===== src/rtl/fir_pkg.sv =====
// ---------------------------------------------------------------------------
// fir_pkg
// Shared definitions for the time-shared FIR filter:
//   - SAMPLE_W / COEF_W / PROD_W : operand and product widths
//   - state_t                    : controller states (IDLE, MAC, DONE)
// ---------------------------------------------------------------------------
package fir_pkg;

    localparam int SAMPLE_W = 8;
    localparam int COEF_W   = 8;
    localparam int PROD_W   = 16;

    typedef enum logic [1:0] {
        IDLE = 2'd0,
        MAC  = 2'd1,
        DONE = 2'd2
    } state_t;

endpackage


===== src/rtl/booth_mult.sv =====
// ---------------------------------------------------------------------------
// booth_mult
// Combinational radix-4 Booth multiplier, signed 8x8 -> signed 16.
// Ports:
//   a : signed multiplicand (sample)
//   b : signed multiplier (coefficient), recoded in 2-bit Booth digits
//   p : signed product
// ---------------------------------------------------------------------------
module booth_mult
    import fir_pkg::*;
(
    input  logic signed [SAMPLE_W-1:0] a,
    input  logic signed [COEF_W-1:0]   b,
    output logic signed [PROD_W-1:0]   p
);

    logic [COEF_W:0]          b_ext;
    logic signed [PROD_W-1:0] a_ext;

    // Each overlapping 3-bit window of {b,0} selects 0, +-a or +-2a weighted
    // by 4^i. The product fits in PROD_W, so modulo-2^16 summation is exact.
    always_comb begin
        b_ext = {b, 1'b0};
        a_ext = {{(PROD_W - SAMPLE_W){a[SAMPLE_W-1]}}, a};
        p     = '0;
        for (int i = 0; i < COEF_W / 2; i++) begin
            case (b_ext[2*i +: 3])
                3'b001, 3'b010: p = p + (a_ext <<< (2 * i));
                3'b011:         p = p + (a_ext <<< (2 * i + 1));
                3'b100:         p = p - (a_ext <<< (2 * i + 1));
                3'b101, 3'b110: p = p - (a_ext <<< (2 * i));
                default:        p = p;
            endcase
        end
    end

endmodule


===== src/rtl/fir_mac_sched.sv =====
// ---------------------------------------------------------------------------
// fir_mac_sched
// FIR filter that shares a single 8x8 multiplier across NTAPS taps, producing
// one product per cycle. A sample is accepted in IDLE, NTAPS MAC cycles follow,
// and the result is presented in DONE until the consumer takes it.
//
// Parameters:
//   NTAPS : number of taps (power of two, 2..16)
//   ACC_W : accumulator / result width (16 + log2 NTAPS)
// Ports:
//   clk, rst_n          : clock, asynchronous active-low reset
//   in_valid/in_ready   : sample handshake, in_data signed 8-bit sample
//   coef_we/addr/data   : coefficient write port, honoured only in IDLE
//   out_valid/out_ready : result handshake, out_data signed ACC_W result
//   busy                : high whenever the controller is not in IDLE
//
// Build option: define FIR_SAT_EN to clamp the result to [-32768, 32767].
// ---------------------------------------------------------------------------
module fir_mac_sched
    import fir_pkg::*;
#(
    parameter int NTAPS = 8,
    parameter int ACC_W = 19
) (
    input  logic                       clk,
    input  logic                       rst_n,
    input  logic                       in_valid,
    output logic                       in_ready,
    input  logic signed [SAMPLE_W-1:0] in_data,
    input  logic                       coef_we,
    input  logic [$clog2(NTAPS)-1:0]   coef_addr,
    input  logic signed [COEF_W-1:0]   coef_data,
    output logic                       out_valid,
    input  logic                       out_ready,
    output logic signed [ACC_W-1:0]    out_data,
    output logic                       busy
);

    localparam int               TAP_W    = $clog2(NTAPS);
    localparam logic [TAP_W-1:0] LAST_TAP = TAP_W'(NTAPS - 1);

    state_t state;
    state_t next_state;

    logic signed [SAMPLE_W-1:0] x [NTAPS];
    logic signed [COEF_W-1:0]   c [NTAPS];
    logic signed [ACC_W-1:0]    acc;
    logic [TAP_W-1:0]           tap;

    logic signed [SAMPLE_W-1:0] x_sel;
    logic signed [COEF_W-1:0]   c_sel;
    logic signed [PROD_W-1:0]   prod;
    logic signed [ACC_W-1:0]    prod_ext;
    logic signed [ACC_W-1:0]    sum;
    logic signed [ACC_W-1:0]    final_sum;
    logic                       last_tap;
    logic                       accept;

    assign accept   = in_valid && in_ready;
    assign last_tap = (tap == LAST_TAP);

    // Operand muxes pick the current tap out of the register files.
    assign x_sel = x[tap];
    assign c_sel = c[tap];

    booth_mult u_mult (
        .a (x_sel),
        .b (c_sel),
        .p (prod)
    );

    assign prod_ext = {{(ACC_W - PROD_W){prod[PROD_W-1]}}, prod};
    assign sum      = acc + prod_ext;

`ifdef FIR_SAT_EN
    localparam logic signed [ACC_W-1:0] SAT_MAX = ACC_W'(32767);
    localparam logic signed [ACC_W-1:0] SAT_MIN = ACC_W'(-32768);

    always_comb begin
        final_sum = sum;
        if (sum > SAT_MAX) begin
            final_sum = SAT_MAX;
        end else if (sum < SAT_MIN) begin
            final_sum = SAT_MIN;
        end
    end
`else
    assign final_sum = sum;
`endif

    // State register.
    always_ff @(posedge clk or negedge rst_n) begin
        if (!rst_n) begin
            state <= IDLE;
        end else begin
            state <= next_state;
        end
    end

    // Next-state logic.
    always_comb begin
        next_state = state;
        case (state)
            IDLE:    if (accept)    next_state = MAC;
            MAC:     if (last_tap)  next_state = DONE;
            DONE:    if (out_ready) next_state = IDLE;
            default:                next_state = IDLE;
        endcase
    end

    // Handshake outputs. in_ready is gated by rst_n so it drops the moment
    // reset is asserted, not one edge later.
    always_comb begin
        in_ready  = 1'b0;
        out_valid = 1'b0;
        busy      = 1'b1;
        case (state)
            IDLE: begin
                in_ready = rst_n;
                busy     = 1'b0;
            end
            DONE:    out_valid = 1'b1;
            default: ;
        endcase
    end

    // Datapath: delay line, coefficient file, accumulator and result.
    // Coefficient writes share the IDLE cycle with a sample accept, so a
    // coefficient written on the accept edge is already in place for tap 0.
    always_ff @(posedge clk or negedge rst_n) begin
        if (!rst_n) begin
            for (int k = 0; k < NTAPS; k++) begin
                x[k] <= '0;
                c[k] <= '0;
            end
            acc      <= '0;
            tap      <= '0;
            out_data <= '0;
        end else begin
            case (state)
                IDLE: begin
                    if (coef_we) begin
                        c[coef_addr] <= coef_data;
                    end
                    if (accept) begin
                        x[0] <= in_data;
                        for (int k = 1; k < NTAPS; k++) begin
                            x[k] <= x[k-1];
                        end
                        acc <= '0;
                        tap <= '0;
                    end
                end
                MAC: begin
                    acc <= sum;
                    tap <= tap + 1'b1;
                    if (last_tap) begin
                        out_data <= final_sum;
                    end
                end
                default: ;
            endcase
        end
    end

endmodule


===== config.mk =====
export PLATFORM = sky130hd
export DESIGN_NAME = fir_mac_sched
export DESIGN_NICKNAME = d
export VERILOG_FILES = /design/src/rtl/fir_pkg.sv /design/src/rtl/booth_mult.sv /design/src/rtl/fir_mac_sched.sv
export SDC_FILE = /design/constraint.sdc
export NUM_CORES = 1
export LEC_CHECK = 0
export ABC_AREA = 1
export BUFFER_PORTS_ARGS = -buffer_cell sky130_fd_sc_hd__buf_2
export CAP_MARGIN = 30
export CORE_MARGIN = 4
export CORE_UTILIZATION = 30
export CTS_BUF_LIST = sky130_fd_sc_hd__clkbuf_8
export CTS_CLUSTER_DIAMETER = 120
export DETAILED_ROUTE_END_ITERATION = 10
export GPL_ROUTABILITY_DRIVEN = 1
export GPL_TIMING_DRIVEN = 0
export SYNTH_ARGS = -nofsm -noshare
export SYNTH_HDL_FRONTEND = slang
export SYNTH_SLANG_ARGS = --single-unit

===== constraint.sdc =====
create_clock -name clk -period 22.2 [get_ports clk]
set_input_delay 4.44 -clock clk [delete_from_list [all_inputs] [get_ports clk]]
set_output_delay 4.44 -clock clk [all_outputs]
set_load 0.01 [all_outputs]

==> qor.yml <==
postCtsSetupBuffers: 0
grt_pass1_wl_mm: 58.6
async_reset_ff_frac: 1.00
synth_cell_types: 55
synth-seq-area-share: 0.340
start_util: 0.306
cp_max_fo: 10
crit_path_frequent_cell: "nor2_1"
synth_enable_flop_cells: 0
setup.worst_path.class: "flop to flop"
ctsRootBufferMaster: "clkbuf_8"
ant_nets: 0
routed_wl_mm: 35.3
cts_max_level: 4
hold_class: "flop to flop"
port_buffers: 45
drc: 0
via_per_inst: 4.92
cts_buffers: 17
clock_latency_ns: 0.48
clkSinkCount: 171
area_delta_synth_final_pct: 10.7
cp_slowest_cell: "o21ai_0"
grt_start_max_net_pins: 120
cts.path.max_buffers: 2
hpwl_mm: 27.3
yosys_warnings: 0
core_area_sq_mm: 0.0411
synthXorXnorAreaFrac: 0.0216
insertedDiodeCount: 0
fillers: 4475
antenna_found_initial: 1
grt_overflow: 0
fp.dieW_um: 213
synthAdderAreaFrac: 0.102
synth_flop_cell: "dfrtp_1"
drive_gt1_frac: 0.0918
cts_resized: 0
wl_per_cell_um: 14.9
crit_arrival_ns: 10.67
synth_area_leader_cell: "dfrtp_1"
worst_pin_slew_ns: 0.890
period_needed_ns: 10.30
critical_path.max_stage_delay_ns: 0.48
synth.cell_area_sq_mm: 0.0126
slew_viol_final: 0
synth_top_family_by_area: "simple AND/OR/NAND/NOR gates"
tritoncts: "yes"
synth_top_area_frac: 0.340
ys_ff_latch: 171
fmax_mhz: 97.1
synth.top_cells.by_count: "nand2_1, o21ai_0, inv_1, dfrtp_1, nor2_1"
place_congestion: 0.853
track_usage: 0.159
clock_skew_ns: 0.0126
drt-initial-drc-count: 825
period_share: 0.464
cp.buffers_inverters: 17
hold_buffers: 0
io_pins: 46
rsz0062_at_grt: "no"
relSlewSlack: 0.399
synth.area.top_cells: "dfrtp_1, nand2_1, o21ai_0"
syn-num-nets: 1882
hold_violations: 0
synth-compound-area-share: 0.199
fp-row-count: 74
setup_tns_ns: 0
first_global_vias: 11516
setup-violations-final: 0
vias: 11669
clkTransAtPathRegs_ns: 0.09
firstDrtPassIters: 5
end_kind: "flop"
die-area_sq_mm: 0.0453
start_kind: "flop"
post-synth-top-count-cell: "nand2_1"
cp_top_family: "compound AO/OA/AOI/OAI gates"
critPathRequiredTime_ns: 22.58
yosys-mux-area-fraction: 0
maxCapViolations: 0
synthCells: 1760
syn-mean-instance-area_sq_um: 7.15
synth-simple-area-share: 0.240
outcome: "finished, final reports clean"
die_h_um: 213
num-nets-final: 1950
[worst min-delay path: stages (launching register included)]
cell and delay [ns]:
dfrtp_1 0.35, nand2_1 0.05, o21ai_0 0.06
[through the flow]
| stage | hold WS (ns) | area (sq um) | utilization | setup WS (ns) | cells |
|---|---|---|---|---|---|
| final | 0.488 | 13900 | 0.339 | 11.90 | 2373 |
| after global routing | 0.515 | 13900 | 0.339 | 10.83 | 2373 |
| after CTS | 0.489 | 13900 | 0.339 | 11.93 | 2373 |
| after detailed placement | 0.469 | 13500 | 0.329 | 11.99 | 2341 |
| after global placement | 0.461 | 13500 | 0.328 | 9.70 | 2337 |
| after floorplan | 0.448 | 12600 | - | 13.10 | 1760 |
[cell type report]
class / count / area (sq um) / share of cell area
buffer: 62 / 335 / 0.0241
clock buffer: 21 / 289 / 0.0208
clock inverter: 11 / 119 / 0.00853
inverter: 236 / 893 / 0.0641
multi-input combinational: 1291 / 7070 / 0.508
sequential: 171 / 4280 / 0.307
tap: 532 / 666 / 0.0478
timing repair buffer: 49 / 278 / 0.0199
[path summary, 6_finish.rpt]
kind	start	end	slack, ns	cells past startpoint
max	tap[0]$_DFFE_PN0P_	out_data[18]$_DFFE_PN0P_	11.90	65
min	x[50]$_DFFE_PN0P_	x[50]$_DFFE_PN0P_	0.49	2
max reg2reg	tap[0]$_DFFE_PN0P_	out_data[18]$_DFFE_PN0P_	11.90	65
min reg2reg	x[50]$_DFFE_PN0P_	x[50]$_DFFE_PN0P_	0.49	2
max in group asynchronous	rst_n	x[23]$_DFFE_PN0P_	17.40	2
min in group asynchronous	rst_n	c[22]$_DFFE_PN0P_	3.87	1
[registers in the layout, indices dropped and copies added, names as in the netlist]
name      count
out_data     19
acc          19
c            64
state         2
x            64
tap           3
[cell usage in the layout, fill, tap and decap left out, drive strengths merged, types with 3 or more instances in the layout]
master    n
nor3     10
o22ai     8
o21ai   279
xnor2    12
a21oi   103
a22oi     3
fa        7
o31ai     3
nor2    147
nand3    83
o221ai   10
nand3b    5
dfrtp   171
ha       91
o211ai    9
xor2     19
a211oi    3
clkbuf   60
o21bai   13
nand4     7
nand2   443
a31oi     9
o311ai    4
buf      72
clkinv    7
inv     236
or2       8
[cell families (layout without fill, tap and decap cells)]
logic type	count (synthesis)	in the layout
compound gates	456	456
flops	171	171
buf+inv	298	379
fa+ha+maj	98	98
simple gates	706	706
xor+xnor	31	31
[per-layer routing]
metal / GRT usage / share of wire / vias to the layer above
met4: 0.0462 / 0.022 / 2
li1: - / - / 5916
met5: 0 / 0.00037 / -
met3: 0.0244 / 0.047 / 46
met1: 0.214 / 0.46 / 5435
met2: 0.265 / 0.47 / 270
Power is left out: the tool's default activity adds up to more than one toggle a clock period on the data nets, which glitch-free logic cannot reach.
